[config.mk]
export PLATFORM = sky130hd
export DESIGN_NAME = sat_iter_ctrl
export DESIGN_NICKNAME = d
export VERILOG_FILES = /design/src/rtl/sat_iter_ctrl.sv
export SDC_FILE = /design/constraint.sdc
export NUM_CORES = 1
export LEC_CHECK = 0
export CAP_MARGIN = 25
export CELL_PAD_IN_SITES_DETAIL_PLACEMENT = 1
export CELL_PAD_IN_SITES_GLOBAL_PLACEMENT = 1
export CORE_ASPECT_RATIO = 0.5
export CORE_MARGIN = 2
export CORE_UTILIZATION = 43
export DETAILED_ROUTE_END_ITERATION = 7
export PLACE_DENSITY_LB_ADDON = 0.1
export SLEW_MARGIN = 20
export SYNTH_ARGS = -nofsm -noshare
export SYNTH_HDL_FRONTEND = slang
export SYNTH_SLANG_ARGS = --single-unit
[constraint.sdc]
create_clock -name i_clk -period 5.05 [get_ports i_clk]
set_input_delay 1.2625 -clock i_clk [delete_from_list [all_inputs] [get_ports i_clk]]
set_output_delay 1.2625 -clock i_clk [all_outputs]
set_load 0.05 [all_outputs]
[src/rtl/sat_iter_ctrl.sv]
// -----------------------------------------------------------------------------
// sat_iter_ctrl
//
// Upstream sequencing controller for the variable-processing-element array of
// the SAT annealer. It runs the solve loop:
//   SETTLE : wait SETTLE_CYC cycles for SATISFY to ripple down the systolic chain
//   CHECK  : sample SATISFY; finish if satisfied or if the budget is spent
//   UPDATE : pulse the update enable of one variable (round-robin), count sweeps
//   FIN    : report DONE/SOLVED, then return to IDLE
// STOCHASTIC_MODE is held for the first STOCH_ITERS sweeps of a solve.
//
// Ports
//   i_clk             system clock, rising edge
//   i_rst_n           asynchronous active-low reset
//   i_start           single-cycle solve request, honoured only in IDLE
//   i_abort           forces return to IDLE from any non-IDLE state
//   i_max_iter        sweep budget, sampled on accepted start
//   i_stoch_iters     number of leading stochastic sweeps, sampled on start
//   i_satisfy         AND-chained satisfy from the last PE of the array
//   o_vul_en          one-hot per-variable update-enable pulse
//   o_stochastic_mode selects stochastic update in all PEs
//   o_busy            solve in progress
//   o_done            solve finished, held until the next accepted start
//   o_solved          valid with o_done: 1 = satisfied, 0 = budget exhausted
//   o_iter_cnt        completed sweeps
// -----------------------------------------------------------------------------
module sat_iter_ctrl #(
    parameter int NUM_VAR    = 60,
    parameter int SETTLE_CYC = 4,
    parameter int CNT_W      = 16
) (
    input  logic               i_clk,
    input  logic               i_rst_n,
    input  logic               i_start,
    input  logic               i_abort,
    input  logic [CNT_W-1:0]   i_max_iter,
    input  logic [CNT_W-1:0]   i_stoch_iters,
    input  logic               i_satisfy,
    output logic [NUM_VAR-1:0] o_vul_en,
    output logic               o_stochastic_mode,
    output logic               o_busy,
    output logic               o_done,
    output logic               o_solved,
    output logic [CNT_W-1:0]   o_iter_cnt
);

    localparam int VIDX_W = (NUM_VAR > 1) ? $clog2(NUM_VAR) : 1;

    localparam logic [7:0]        SETTLE_LAST = 8'(SETTLE_CYC - 1);
    localparam logic [VIDX_W-1:0] VIDX_LAST   = VIDX_W'(NUM_VAR - 1);

    localparam logic [2:0] S_IDLE   = 3'd0;
    localparam logic [2:0] S_SETTLE = 3'd1;
    localparam logic [2:0] S_CHECK  = 3'd2;
    localparam logic [2:0] S_UPDATE = 3'd3;
    localparam logic [2:0] S_FIN    = 3'd4;

    // State and output registers
    logic [2:0]         r_state;
    logic [7:0]         r_settle_cnt;
    logic [VIDX_W-1:0]  r_var_idx;
    logic [CNT_W-1:0]   r_iter_cnt;
    logic [CNT_W-1:0]   r_max_iter;
    logic [CNT_W-1:0]   r_stoch_lim;
    logic [NUM_VAR-1:0] r_vul_en;
    logic               r_stoch;
    logic               r_busy;
    logic               r_done;
    logic               r_solved;

    // Next-state values
    logic [2:0]         w_state_next;
    logic [7:0]         w_settle_next;
    logic [VIDX_W-1:0]  w_var_idx_next;
    logic [CNT_W-1:0]   w_iter_next;
    logic [CNT_W-1:0]   w_max_next;
    logic [CNT_W-1:0]   w_stoch_lim_next;
    logic [NUM_VAR-1:0] w_vul_next;
    logic               w_stoch_next;
    logic               w_busy_next;
    logic               w_done_next;
    logic               w_solved_next;

    // Sweep count the stochastic compare is evaluated against; a fresh start
    // compares against the cleared count rather than the stale one.
    logic [CNT_W-1:0]   w_iter_cmp;
    logic [NUM_VAR-1:0] w_onehot;

    // Decode of the current variable index into its update-enable bit
    for (genvar gi = 0; gi < NUM_VAR; gi++) begin : g_onehot
        assign w_onehot[gi] = (r_var_idx == VIDX_W'(gi));
    end

    always_comb begin
        w_state_next     = r_state;
        w_settle_next    = r_settle_cnt;
        w_var_idx_next   = r_var_idx;
        w_iter_next      = r_iter_cnt;
        w_max_next       = r_max_iter;
        w_stoch_lim_next = r_stoch_lim;
        w_vul_next       = '0;
        w_busy_next      = r_busy;
        w_done_next      = r_done;
        w_solved_next    = r_solved;
        w_iter_cmp       = r_iter_cnt;

        if ((r_state != S_IDLE) && i_abort) begin
            // Abort keeps the sweep count for post-mortem inspection
            w_state_next  = S_IDLE;
            w_settle_next = '0;
            w_busy_next   = 1'b0;
            w_done_next   = 1'b0;
            w_solved_next = 1'b0;
        end else begin
            case (r_state)
                S_IDLE: begin
                    // An abort in the same cycle suppresses the start
                    if (i_start && !i_abort) begin
                        w_state_next     = S_SETTLE;
                        w_settle_next    = '0;
                        w_var_idx_next   = '0;
                        w_iter_next      = '0;
                        w_max_next       = i_max_iter;
                        w_stoch_lim_next = i_stoch_iters;
                        w_busy_next      = 1'b1;
                        w_done_next      = 1'b0;
                        w_solved_next    = 1'b0;
                        w_iter_cmp       = '0;
                    end
                end
                S_SETTLE: begin
                    if (r_settle_cnt == SETTLE_LAST) begin
                        w_state_next  = S_CHECK;
                        w_settle_next = '0;
                    end else begin
                        w_settle_next = r_settle_cnt + 8'd1;
                    end
                end
                S_CHECK: begin
                    if (i_satisfy) begin
                        w_state_next  = S_FIN;
                        w_busy_next   = 1'b0;
                        w_done_next   = 1'b1;
                        w_solved_next = 1'b1;
                    end else if (r_iter_cnt == r_max_iter) begin
                        // Budget spent; this compare is also what keeps the
                        // sweep counter from ever wrapping.
                        w_state_next  = S_FIN;
                        w_busy_next   = 1'b0;
                        w_done_next   = 1'b1;
                        w_solved_next = 1'b0;
                    end else begin
                        w_state_next = S_UPDATE;
                        w_vul_next   = w_onehot;
                    end
                end
                S_UPDATE: begin
                    w_state_next = S_SETTLE;
                    if (r_var_idx == VIDX_LAST) begin
                        w_var_idx_next = '0;
                        w_iter_next    = r_iter_cnt + CNT_W'(1);
                    end else begin
                        w_var_idx_next = r_var_idx + VIDX_W'(1);
                    end
                end
                S_FIN: begin
                    w_state_next = S_IDLE;
                end
                default: begin
                    w_state_next = S_IDLE;
                    w_busy_next  = 1'b0;
                end
            endcase
        end

        // Uses the count of the current cycle, so the mode drops one cycle
        // after the sweep counter passes the stochastic limit.
        w_stoch_next = w_busy_next && (w_iter_cmp < w_stoch_lim_next);
    end

    always_ff @(posedge i_clk or negedge i_rst_n) begin
        if (!i_rst_n) begin
            r_state      <= S_IDLE;
            r_settle_cnt <= '0;
            r_var_idx    <= '0;
            r_iter_cnt   <= '0;
            r_max_iter   <= '0;
            r_stoch_lim  <= '0;
            r_vul_en     <= '0;
            r_stoch      <= 1'b0;
            r_busy       <= 1'b0;
            r_done       <= 1'b0;
            r_solved     <= 1'b0;
        end else begin
            r_state      <= w_state_next;
            r_settle_cnt <= w_settle_next;
            r_var_idx    <= w_var_idx_next;
            r_iter_cnt   <= w_iter_next;
            r_max_iter   <= w_max_next;
            r_stoch_lim  <= w_stoch_lim_next;
            r_vul_en     <= w_vul_next;
            r_stoch      <= w_stoch_next;
            r_busy       <= w_busy_next;
            r_done       <= w_done_next;
            r_solved     <= w_solved_next;
        end
    end

    assign o_vul_en          = r_vul_en;
    assign o_stochastic_mode = r_stoch;
    assign o_busy            = r_busy;
    assign o_done            = r_done;
    assign o_solved          = r_solved;
    assign o_iter_cnt        = r_iter_cnt;

endmodule

==> results by group <==
Global route
  • Vias in the first global route: 4980
  • Initial antenna violation count: 0
  • Pin count of the biggest net entering global routing: 81
  • GRT Total Usage: 24.2%
  • First-pass GRT wire length: 26.8 mm
  • Total congestion overflow: 0

Synth
  • Number of synthesized flops with an enable pin: 0
  • Mapped Area: 5820 um^2
  • Syn avg cell area: 10.1 um^2
  • Largest family of logic cells by synthesized area: simple AND/OR/NAND/NOR gates
  • Cell taking the most area after synthesis: dfrtp_1
  • Top-count cell post-synth: dfrtp_1
  • Yosys cell types: 58
  • Commonest cells in the synthesized netlist: dfrtp_1 (129), nand2_1 (93), nor2_1 (83)
  • Yosys warns: 0
  • Synth Area in Compound Gates: 10.1%
  • Xor/xnor cell area share of the yosys netlist: 2.86%
  • Flops & latches, synth: 129
  • Gate count after technology mapping: 578
  • Register area share after synthesis: 55.4%
  • Synthesized-area fraction occupied by adder cells: 4.51%
  • Top FF cell, synth: dfrtp_1
  • Synth top area share: 55.4%
  • Mux contribution to synthesized area: 2.75%
  • Ranking of synthesized cells by area: dfrtp_1 (55%), nand2_1 (6.0%), nor2_1 (5.3%)
  • Syn nets: 636
  • Asr flop ratio synth: 100%
  • Synth Area in Simple Gates: 21.2%

Floorplanning
  • Core Area: 13000 um^2
  • # rows: 29
  • Initial Utilization: 45.0%
  • I/O pin cnt: 117
  • Die Y: 86.3 um
  • Die ar.: 14500 um^2
  • Chip width: 169 um

Power
  • Sequential share of power: 39.6%
  • P_int: 2.20 mW
  • Clock power share: 37.4%
  • Sw Ratio: 33.2%
  • Logic pwr share: 22.9%
  • Leak pwr: 3.60 nW
  • NetSw: 1.09 mW
  • PwrDens: 425 nW/um^2
  • VDD IR-drop max: 0.000192 V
  • Power Total: 3.30 mW

CTS
  • Post-CTS Resized: 0
  • Clock root buffer master: clkbuf_16
  • Clock transition at path regs: 0.06 ns
  • TritonCTS Sinks: 129
  • H-tree Lvls: 4
  • Worst skew pair latency: 0.43 ns
  • CTS tree: built
  • Clock buffer count from CTS: 17
  • Maximum clock path buffer count: 2
  • Post-CTS setup repair buffer count: 0
  • CTS Hold Buffers Added: 0

Route
  • DR WL/cell: 18.6 um
  • # DRC: 0
  • First DRT Iteration DRCs: 278
  • Final antenna-violating net count: 0
  • Final wirelength: 16.3 mm
  • DR vias: 4720
  • TritonRoute pass-1 iters: 4
  • DR vias/cell: 5.37

Setup path
  • Critical path startpoint category: input pin
  • Crit path capture type: flop
  • Cell Chain, Critical Path: clkdlybuf4s50_1 -> nor2_1 -> nand3_2 -> mux2i_1 -> ha_1 -> a21oi_1 -> o21ai_0 -> a221oi_1 -> o221ai_1 -> nor2_1
  • Worst Path Arrival: 4.52 ns
  • Critical path class: input pin to flop
  • R2r endpoint: o_stochastic_mode
  • Max FO, Critical Path: 25
  • Crit path top cell by count: nor2_1
  • Worst r2r src: r_state[2]
  • R2R setup slack: 1.79 ns
  • R2R depth: 9
  • CP max stage cell: clkdlybuf4s50_1
  • Worst stage delay on the critical path: 0.64 ns
  • Critical Path RT: 5.41 ns

Finish
  • Multi-input gate area: 2420 um^2
  • Layout cells sized above 1: 6.35%
  • # diodes: 0
  • # fillers: 1411
  • Final #Nets: 754
  • Post-Layout Cell Count: 879
  • Reg area: 3230 um^2
  • Layout Area Growth over Synthesis: 33.2%

Run
  • Max-Cap Viols: 0

Hold path
  • WHS Endpoint: o_done
  • Hold depth: 1
  • Type of the tightest min-delay check: flop to flop
  • Min-Delay Startpoint: o_done

STA
  • Setup violations, final: 0
  • Max-slew violation count: 0
  • Worst Skew: 0.0108 ns
  • Min Tclk post-route: 4.16 ns
  • Max Freq: 240 MHz
  • Crit share post-route: 82.4%
  • Final Hold Vio Count: 0
  • Setup Total Neg Slack: 0 ns
  • RSZ-0062 raised after global routing: no
  • Worst-margin pin slew: 0.837 ns
  • Slew margin rel.: 43.6%

Placed design
  • IO Port Bufs: 116
  • Placed Cells: 846
  • Final estimated routing congestion in global placement: 0.810
  • DPL Wire Length: 11.4 mm

Status
  • Status: finished, final reports clean
==> power groups by stage <==
stage	clock network, mW	registers [mW]	logic [mW]
finish	1.24	1.31	0.756
global route	1.31	1.32	0.848
CTS	1.26	1.31	0.762
detailed placement	0	1.32	0.743
global placement	0	1.31	0.712
floorplan	0	1.32	0.487
==> registers in the layout (all words and copies together), names as in the netlist, 3 cells and up <==
| name | count |
|---|---|
| r_max_iter | 16 |
| r_stoch_lim | 16 |
| r_state | 3 |
| r_settle_cnt | 8 |
| r_var_idx | 6 |
| o_iter_cnt | 16 |
| o_vul_en | 60 |
==> critical path, delay by kind of cell <==
family,cells,cell delay [ns]
fa+ha+maj,1,0.30
simple gates,3,0.98
buf+inv,1,0.64
compound gates,4,0.85
mux,1,0.45
==> metrics by stage <==
| step | setup WS (ns) | cell area (um^2) | utilization, % | hold slack [ns] |
|---|---|---|---|---|
| finish | 0.890 | 7760 | 59.9 | 0.478 |
| floorplan | 1.47 | 5820 | - | 0.457 |
| global placement | 0.637 | 7150 | 55.2 | 0.472 |
| CTS | 0.904 | 7730 | 59.7 | 0.487 |
| global route | 0.500 | 7760 | 59.9 | 0.524 |
| detailed placement | 0.493 | 7150 | 55.2 | 0.473 |
==> cell type report <==
class / instances / area share, %
Inverter: 23 / 1.11
Clock inverter: 14 / 2.03
Multi-Input combinational cell: 404 / 31.2
Sequential cell: 129 / 41.6
Timing Repair Buffer: 121 / 15.8
Clock buffer: 18 / 5.53
Tap cell: 170 / 2.74
==> cell families after synthesis <==
logic type	after synthesis
and+or+nand+nor	262
xor gates and xnor gates	19
buffers and inverters	45
adders and majority gates	21
AOI/OAI and AO/OA	86
DFF	129
muxes	16
==> layout by cell type (no fill, tap or decap), drive strengths merged, types with 8 or more instances in the layout <==
cell	n
dfrtp	129
clkdlybuf4s50	115
nand2	93
nor2	83
o21ai	35
inv	26
ha	21
clkbuf	18
and2	18
xor2	17
mux2i	16
nand3	14
o31ai	12
a21oi	11
nor2b	9
nand4	8
==> metal layers <==
| layer | share of wire, % | GRT usage [%] | up-vias | wire length [um] |
|---|---|---|---|---|
| met5 | 0 | 0 | - | 0 |
| met4 | 0.99 | 6.74 | 0 | 162 |
| met3 | 4.3 | 6.53 | 18 | 709 |
| met2 | 47 | 40.7 | 111 | 7750 |
| met1 | 47 | 31.2 | 2393 | 7710 |
| li1 | - | - | 2198 | - |
==> worst max path at each step <==
| stage | slack, ns | endpoint | startpoint |
|---|---|---|---|
| after floorplan | 1.47 | o_stochastic_mode | i_abort |
| after global placement | 0.64 | o_stochastic_mode | i_abort |
| after detailed placement | 0.49 | o_stochastic_mode | i_abort |
| after CTS | 0.90 | o_stochastic_mode | i_abort |
| after global routing | 0.50 | o_stochastic_mode | i_abort |
| final | 0.89 | o_stochastic_mode | i_abort |
(Power assumes the default switching activity.)
